<file path="src/rtl/return_stack_if.sv">
// Control-unit <-> return-address stack signal bundle.
// The control unit drives requests through the master modport; the stack answers through the slave modport.
interface return_stack_if #(
  parameter int WIDTH = 8,
  parameter int PTR_W = 3
);
  logic [WIDTH-1:0] pc_in;
  logic             push;
  logic             pop;
  logic             err_clr;
  logic [WIDTH-1:0] ret_addr;
  logic             ret_load;
  logic [PTR_W:0]   count;
  logic             empty;
  logic             full;
  logic             overflow;
  logic             underflow;

  modport master (
    output pc_in, push, pop, err_clr,
    input  ret_addr, ret_load, count, empty, full, overflow, underflow
  );

  modport slave (
    input  pc_in, push, pop, err_clr,
    output ret_addr, ret_load, count, empty, full, overflow, underflow
  );
endinterface

</file>
<file path="src/rtl/return_stack.sv">
// Hardware return-address stack (LIFO) feeding the PC parallel-load port.
// Optional macro RAS_WRAP_EN makes the stack circular (push when full overwrites the oldest entry).
module return_stack #(
  parameter int WIDTH = 8,
  parameter int DEPTH = 8,
  parameter int PTR_W = 3
) (
  input  logic          clk,
  input  logic          rst,
  return_stack_if.slave bus
);
  localparam int CW = PTR_W + 1;
  localparam logic [PTR_W:0] DEPTH_C = CW'(DEPTH);

  logic [WIDTH-1:0] mem [DEPTH];
  logic [PTR_W-1:0] ptr;
  logic [PTR_W-1:0] top;
  logic [PTR_W:0]   count;
  logic [WIDTH-1:0] ret_addr;
  logic             ret_load;
  logic             overflow;
  logic             underflow;

  logic is_empty;
  logic is_full;
  logic do_pop;
  logic do_push;
  logic swap;
  logic over_ev;
  logic under_ev;

  // ptr is the next write slot modulo DEPTH; in non-wrap mode it equals count
  // (mod DEPTH), so one pointer serves both the linear and the circular build.
  always_comb begin
    is_empty = (count == '0);
    is_full  = (count == DEPTH_C);
    top      = ptr - PTR_W'(1);
    do_pop   = bus.pop && !is_empty;
    swap     = do_pop && bus.push;
    under_ev = bus.pop && is_empty;
`ifdef RAS_WRAP_EN
    do_push  = bus.push && !do_pop;
    over_ev  = 1'b0;
`else
    do_push  = bus.push && !do_pop && !is_full;
    over_ev  = bus.push && !bus.pop && is_full;
`endif
  end

  always_ff @(posedge clk or negedge rst) begin
    if (!rst) begin
      ptr       <= '0;
      count     <= '0;
      ret_addr  <= '0;
      ret_load  <= 1'b0;
      overflow  <= 1'b0;
      underflow <= 1'b0;
    end else begin
      ret_load <= do_pop;
      if (do_pop) ret_addr <= mem[top];

      if (do_push) begin
        ptr <= ptr + PTR_W'(1);
        if (!is_full) count <= count + CW'(1);
      end else if (do_pop && !bus.push) begin
        ptr   <= top;
        count <= count - CW'(1);
      end

      // A new error in the clearing cycle takes priority over err_clr.
      overflow  <= over_ev  | (overflow  & ~bus.err_clr);
      underflow <= under_ev | (underflow & ~bus.err_clr);
    end
  end

  // Storage carries no reset; nothing reads it while the stack is empty.
  always_ff @(posedge clk) begin
    if (do_push)   mem[ptr] <= bus.pc_in;
    else if (swap) mem[top] <= bus.pc_in;
  end

  always_comb begin
    bus.ret_addr  = ret_addr;
    bus.ret_load  = ret_load;
    bus.count     = count;
    bus.empty     = is_empty;
    bus.full      = is_full;
    bus.overflow  = overflow;
    bus.underflow = underflow;
  end
endmodule
</file>
<file path="src/flat_wrapper.sv">
// flat-port wrapper written by rule: the top's interface ports become plain ports
module return_stack_flat 
#(
  parameter int WIDTH = 8,
  parameter int DEPTH = 8,
  parameter int PTR_W = 3
)
  (clk, rst, bus_pc_in, bus_push, bus_pop, bus_err_clr, bus_ret_addr, bus_ret_load, bus_count, bus_empty, bus_full, bus_overflow, bus_underflow);
  return_stack_if #(.WIDTH(WIDTH), .PTR_W(PTR_W)) bus_i ();
  input  logic clk;
  input  logic rst;
  input wire logic [$bits(bus_i.pc_in)-1:0] bus_pc_in;
  input wire logic [$bits(bus_i.push)-1:0] bus_push;
  input wire logic [$bits(bus_i.pop)-1:0] bus_pop;
  input wire logic [$bits(bus_i.err_clr)-1:0] bus_err_clr;
  output wire logic [$bits(bus_i.ret_addr)-1:0] bus_ret_addr;
  output wire logic [$bits(bus_i.ret_load)-1:0] bus_ret_load;
  output wire logic [$bits(bus_i.count)-1:0] bus_count;
  output wire logic [$bits(bus_i.empty)-1:0] bus_empty;
  output wire logic [$bits(bus_i.full)-1:0] bus_full;
  output wire logic [$bits(bus_i.overflow)-1:0] bus_overflow;
  output wire logic [$bits(bus_i.underflow)-1:0] bus_underflow;
  assign bus_i.pc_in = bus_pc_in;
  assign bus_i.push = bus_push;
  assign bus_i.pop = bus_pop;
  assign bus_i.err_clr = bus_err_clr;
  assign bus_ret_addr = bus_i.ret_addr;
  assign bus_ret_load = bus_i.ret_load;
  assign bus_count = bus_i.count;
  assign bus_empty = bus_i.empty;
  assign bus_full = bus_i.full;
  assign bus_overflow = bus_i.overflow;
  assign bus_underflow = bus_i.underflow;
  return_stack #(.WIDTH(WIDTH), .DEPTH(DEPTH), .PTR_W(PTR_W)) u_core (.clk(clk), .rst(rst), .bus(bus_i));
endmodule
</file>
<file path="config.mk">
export PLATFORM = sky130hd
export DESIGN_NAME = return_stack_flat
export DESIGN_NICKNAME = d
export VERILOG_FILES = /design/src/rtl/return_stack_if.sv /design/src/rtl/return_stack.sv /design/src/flat_wrapper.sv
export SDC_FILE = /design/constraint.sdc
export NUM_CORES = 1
export LEC_CHECK = 0
export CAP_MARGIN = 20
export CORE_MARGIN = 5
export CORE_UTILIZATION = 40
export CTS_CLUSTER_SIZE = 40
export DETAILED_ROUTE_END_ITERATION = 10
export HOLD_SLACK_MARGIN = 0.12
export MAX_ROUTING_LAYER = met4
export PLACE_DENSITY = 0.62
export SETUP_SLACK_MARGIN = 0.02
export SLEW_MARGIN = 30
export SYNTH_ARGS = -nofsm -noshare
export SYNTH_HDL_FRONTEND = slang
export SYNTH_SLANG_ARGS = --single-unit
</file>
<file path="constraint.sdc">
create_clock -name clk -period 6.26 [get_ports clk]
set_clock_uncertainty 0.1 [all_clocks]
set_input_delay 1.565 -clock clk [delete_from_list [all_inputs] [get_ports clk]]
set_output_delay 1.565 -clock clk [all_outputs]
set_load 0.01 [all_outputs]
</file>
==> results of run 1 <==
[cell families (layout without fill, tap and decap cells)]
kind of cell / count (synthesis) / in the layout / synth area share
AOI/OAI and AO/OA: 48 / 48 / 0.0924
adders and majority gates: 4 / 4 / 0.0144
buffers and inverters: 23 / 61 / 0.0320
and+or+nand+nor: 35 / 35 / 0.0561
DFF: 82 / 82 / 0.682
xor gates and xnor gates: 6 / 6 / 0.0151
muxes: 33 / 33 / 0.108
[report_power, final]
group | internal [mW] | switching, mW | leakage (nW) | total, mW
Clock | 0.237 | 0.192 | 0.116 | 0.429
Combinational | 0.363 | 0.445 | 0.513 | 0.808
Sequential | 0.734 | 0.0749 | 0.799 | 0.809
Total | 1.33 | 0.712 | 1.43 | 2.05
[flip-flops by register name, indices dropped and copies added (netlist names)]
register and flops:
u_core.bus.ret_addr 8, u_core.mem 64, u_core.bus.underflow 1, u_core.ptr 3, u_core.bus.ret_load 1, u_core.bus.overflow 1
u_core.bus.count 4
[routing by layer]
metal | vias up | track usage | part of all wire
met5 | - | - | 0
met4 | 0 | 0.0448 | 0.0068
met3 | 6 | 0.0322 | 0.054
met2 | 47 | 0.226 | 0.48
met1 | 1013 | 0.184 | 0.46
li1 | 957 | - | -
[critical path, stage by stage]
cell and delay [ps]:
clkdlybuf4s50_1 620, and3_4 310, inv_2 70, or3_1 340, o22ai_1 710
[worst paths after layout]
check,slack [ps],startpoint,cells past startpoint,to
max in group asynchronous,4680,rst,1,u_core.bus.ret_addr[5]
min in group asynchronous,1050,rst,1,u_core.bus.count[2]
hold reg to reg,380,u_core.bus.ret_addr[2],2,u_core.bus.ret_addr[2]
setup reg to reg,3090,u_core.ptr[0],7,u_core.mem[5][6]
hold / removal,380,u_core.bus.ret_addr[2],2,u_core.bus.ret_addr[2]
setup / recovery,2520,bus_push,5,u_core.mem[0][1]
[area by class of cell]
cell class | count | share of cell area
timing repair buffer | 37 | 0.0840
sequential | 82 | 0.577
clock buffer | 10 | 0.0335
clock inverter | 6 | 0.0216
tap | 108 | 0.0329
multi-input combinational | 126 | 0.244
inverter | 8 | 0.00730
[cell usage in the layout (no fill, tap or decap), drive strengths merged]
master and instances:
and3 1, o21ai 7, or3 4, nand2b 4, clkbuf 10, o31ai 10
buf 9, o41ai 1, clkdlybuf4s50 28, ha 4, a31oi 1, xor2 2
nand3b 1, o22ai 19, nand2 13, nor3 1, dfrtp 18, a211oi 1
edfxtp 64, nor4 1, clkinv 3, mux2 33, bufinv 2, a22oi 2
a21oi 3, or4b 2, xnor2 4, nor2 4, nand3 4, inv 9
o32ai 4
[stage by stage]
stage | cell area (sq um) | hold WS, ps
finish | 4110 | 380
global route | 4110 | 416
CTS | 4120 | 385
detailed placement | 3890 | 368
global placement | 3890 | 368
floorplan | 3480 | 417
==> impl_results.md, run 1 <==
- Synth warnings: 0
- Final setup vio count: 0
- Vias per cell: between 5 and 6
- Drc violations: 0
- Synth Area per Inst: ~15 sq um
- Synth area leaders: edfxtp_1 (55%), dfrtp_1 (13%), mux2_2 (10%), o22ai_1 (3.4%), o31ai_1 (2.2%)
- Post-route total power: 2.05 mW
- Power per cell area: ~500 nW/um^2
- Grt ovf: 0
- Post-route setup slack: ~2500 ps
- Fin. max-slew vios: 0
- Post_cts resized: 0
- Hold WC Path Type: reg -> reg
- Endpoint class of the critical path: flop
- Area of the multi-input gates: approximately 1000 sq um
- Post-synth EDFFs: 64
- Reported max-cap violation count: 0
- Routability Congestion: between 0.7 and 0.8
- Via Count: 2023
- Status: completed
- Layout cells sized above 1: 0.238
- CP Launch Type: input pin
- Clock-pin slew on the worst setup and hold paths: 70 ps
- TritonRoute pass-1 iters: 4
- Post-layout util: 0.478
- Inserted Diodes: 0
- Mapped cell area: between 3000 and 4000 sq um
- Vias in the first global route: 2085
- Worst EP arrival: 3610 ps
- Clock tree buffer depth: 2
- Hold Fails Final Rpt: 0
- Synth Register Bits: just over 80
- Max rail drop VDD: roughly 0.19 mV
- Critical Path RT: 6130 ps
- Initial antenna violation count: 0
- Largest net degree at the start of global routing: 47
- Fill count: a little under 800
- Share of the yosys chip area belonging to registers: 0.682
- Starting Density: 0.405
- Nets@finish: 281
- CP Class: in -> reg
- DR iter-0 viols: between 80 and 90
- Async set or reset register ratio after synthesis: 0.220
- Die Ht: 103 um
- Post-layout minimum cycle time: 3740 ps
- Fin cells: approximately 380
- Syn nets: approximately 250
- Final Cycle Share: 0.597
- DRT antenna net count: 0
- Ports: 30
- Cell row count: 34
- Synth top cells by count: edfxtp_1 (64), mux2_2 (32), o22ai_1 (19), dfrtp_1 (18), nand2_1 (13)
- Sink Count: between 80 and 90
- Setup TNS: 0 ps
- Largest area contributor in the netlist: edfxtp_1
- Syn-to-layout area delta: 18.2%
- Synth Flop Type: edfxtp_1
- Clock Latency Late Sink: 350 ps
- Fmax: approximately 270 MHz
- CTS buffer count: 9
- Worst slew margin: 0.398
- Hold_buf cts: 0
- Leak: about 1.4 nW
- IO Port Bufs: 29
- CTS tree: done
- Post-DP HPWL: roughly 4400 um
- Crit-path max FO: 9
- Post-synth top area share: 0.553
- GRT Util Overall: 0.143
- First-pass GRT wire length: 10900 um
- Yosys cell types: 36
- Worst slew pin tran: ~900 ps
- Post-Place Cells: approximately 360
- Max H-tree Level: 3
- FF/Latch Area: around 2400 sq um
- Routed wire per std cell: 18.0 um
- Most common cell in the netlist: edfxtp_1
- Pre-CTS worst setup slack: about 2100 ps
- Setup repair bufs after CTS: 0
- Die area: 10700 sq um
- Core ar.: between 8000 and 9000 sq um
- Die X: around 100 um
- WL final: 6770 um
- Cells after synthesis: about 230
- RSZ-0062 raised after global routing: no
- Root Buffer: clkbuf_8
Power figures use the tool's default switching activity.
==> run 2, diff against run 1 <==
--- a/config.mk
+++ b/config.mk
@@ -12,7 +12,7 @@
 export DETAILED_ROUTE_END_ITERATION = 10
 export HOLD_SLACK_MARGIN = 0.12
 export MAX_ROUTING_LAYER = met4
-export PLACE_DENSITY = 0.62
+export PLACE_DENSITY = 0.64
 export SETUP_SLACK_MARGIN = 0.02
 export SLEW_MARGIN = 30
 export SYNTH_ARGS = -nofsm -noshare
==> constraint.sdc (replaced) <==
create_clock -name clk -period 3.1 [get_ports clk]
set_clock_uncertainty 0.1 [all_clocks]
set_input_delay 0.775 -clock clk [delete_from_list [all_inputs] [get_ports clk]]
set_output_delay 0.775 -clock clk [all_outputs]
set_load 0.01 [all_outputs]
==> run 2 against run 1 <==
Routed wire length rose by 2.3%. Combinational power rose by 110%. Clock power rose by 77%.
==> impl_results.md, run 2 (same netlist as run 1, synthesis figures left out) <==
- Worst Hold Path EP: u_core.bus.ret_addr[4]
- Final Cycle Share: 0.935
- Syn-to-layout area delta: 20.1%
- Cell row count: 34
- FF-to-FF End: u_core.bus.count[3]
- WL met1: roughly 3100 um
- Initial antenna violation count: 0
- Setup repair bufs after CTS: 0
- Vias in the first global route: ~2200
- Clock power share: 0.185
- Reg-to-reg slack, setup: 350 ps
- Pre-CTS worst setup slack: 110 ps
- Max rail drop VDD: 0.430 mV
- Root Buffer: clkbuf_8
- Fin. max-slew vios: 0
- Starting Density: 0.405
- Fill count: 765
- FF-to-FF path depth: 8
- Die X: between 100 and 150 um
- Commonest non-fill, non-tap cell in the layout: edfxtp_1
- Post-DP HPWL: ~4700 um
- Reg-to-Reg Start: u_core.bus.count[2]
- Max FFs per register: 64
- GRT Util Overall: 0.146
- Worst EP arrival: 2020 ps
- Endpoint class of the critical path: primary output
- Pint: ~2.6 mW
- Ports: 30
- Critical Path RT: approximately 2200 ps
- Hold Fails Final Rpt: 0
- Status: completed
- Post-layout util: 0.486
- Largest net degree at the start of global routing: 46
- Switching share of power: 0.353
- WHS Path Cells: 2
- Met3 WL post-DR: ~370 um
- Max Used Layer: met4
- CTS tree: done
- Clock Latency Late Sink: 340 ps
- Vias per cell: approximately 5.4
- Core ar.: approximately 8600 sq um
- Reported max-cap violation count: 0
- DR iter-0 viols: 83
- Layout cells sized above 1: 0.264
- Fmax: between 300 and 400 MHz
- Inserted Diodes: 0
- Crit-path max FO: 8
- Drc violations: 0
- CTS buffer count: 9
- DR WL met2: approximately 3300 um
- FF/Latch Area: 2370 sq um
- RSZ-0062 raised after global routing: no
- Worst-path cell chain: or4b_4, inv_1, clkdlybuf4s50_1
- Hold Crit Start: u_core.bus.ret_addr[4]
- Worst slew margin: 0.571
- Post-route setup slack: approximately 200 ps
- Power per cell area: between 900 and 1000 nW/um^2
- Leak: roughly 1.5 nW
- Nets@finish: 292
- Hold_buf cts: 0
- Combinational cell fraction of total power: 0.418
- WL final: around 6900 um
- Final setup vio count: 0
- Die Ht: 103 um
- Critical-path top delay cell: or4b_4
- Hold WC Path Type: reg -> reg
- Clock-pin slew on the worst setup and hold paths: 80 ps
- Area of the multi-input gates: 1010 sq um
- Register share of total power: 0.396
- CP Launch Type: flop
- Post_cts resized: 0
- Largest regs: u_core.mem: 64 flops, u_core.bus.ret_addr: 8 flops, u_core.bus.count: 4 flops
- CP Class: reg -> out
- Worst slew pin tran: 641 ps
- Die area: roughly 11000 sq um
- TritonRoute pass-1 iters: 4
- IO Port Bufs: 29
- Clock tree buffer depth: 2
- Via Count: 2106
- Post-layout minimum cycle time: between 2000 and 3000 ps
- Commonest non-fill, non-tap cells in the layout: edfxtp_1 (64), mux2_2 (32), clkdlybuf4s50_1 (29)
- DRT antenna net count: 0
- Routed wire per std cell: 17.9 um
- CP peak stage delay: around 600 ps
- First-pass GRT wire length: 11200 um
- Max H-tree Level: 3
- Top reg by flops: u_core.mem
- Sink Count: 82
- Setup TNS: 0 ps
- Grt ovf: 0
- Switching power: between 1 and 1.5 mW
- Routability Congestion: roughly 0.83
[run 2: changes by cell type in the layout (fill, tap and decap cells not counted), sizes merged]
cell,delta
inv,-1
clkbuf,+1
bufinv,-1
buf,+10
clkinv,+1
clkdlybuf4s50,+1
[run 2: per-stage QoR]
stage	instance area, sq um	hold slack, ps	instances	power [mW]
6_report	4180	386	388	4.09
5_1_grt	4180	410	388	4.37
4_1_cts	4180	391	388	4.14
3_5_place_dp	3980	375	372	3.38
3_3_place_gp	3970	371	372	3.34
2_1_floorplan	3480	379	231	2.74
[run 2: per-layer routing]
metal / vias to the layer above / track usage
li1: 979 / -
met1: 1060 / 0.190
met2: 59 / 0.224
met3: 8 / 0.0402
met4: 0 / 0.0418
met5: - / -
[run 2: how the worst max path moves through the flow]
| stage | startpoint | endpoint | slack [ps] |
|---|---|---|---|
| final | u_core.bus.count[2] | bus_full | 200 |
| after detailed placement | bus_pop | u_core.bus.count[3] | 110 |
| after floorplan | u_core.ptr[0] | u_core.mem[3][0] | 160 |
| after global placement | bus_pop | u_core.bus.count[3] | 160 |
| after CTS | u_core.bus.count[2] | bus_full | 180 |
| after global routing | u_core.bus.count[2] | bus_full | 120 |
[run 2: worst max-delay path, delay by kind of cell, from the launching register on]
family / cells / cell delay (ps)
AND/OR/NAND/NOR: 1 / 600
buffers and inverters: 2 / 590
flip-flops: 1 / 500
[run 2: area by class of cell]
type	instances	area share
clock buffer	11	0.0338
tap	108	0.0323
sequential	82	0.568
clock inverter	5	0.0129
inverter	8	0.00719
timing repair buffer	48	0.104
multi-input combinational	126	0.243
[run 2: power groups by stage]
stage,clock network [mW],logic (mW),registers (mW)
floorplan,0,1.10,1.64
global placement,0,1.70,1.63
detailed placement,0,1.74,1.65
CTS,0.781,1.74,1.63
global route,0.831,1.89,1.65
finish,0.759,1.71,1.62
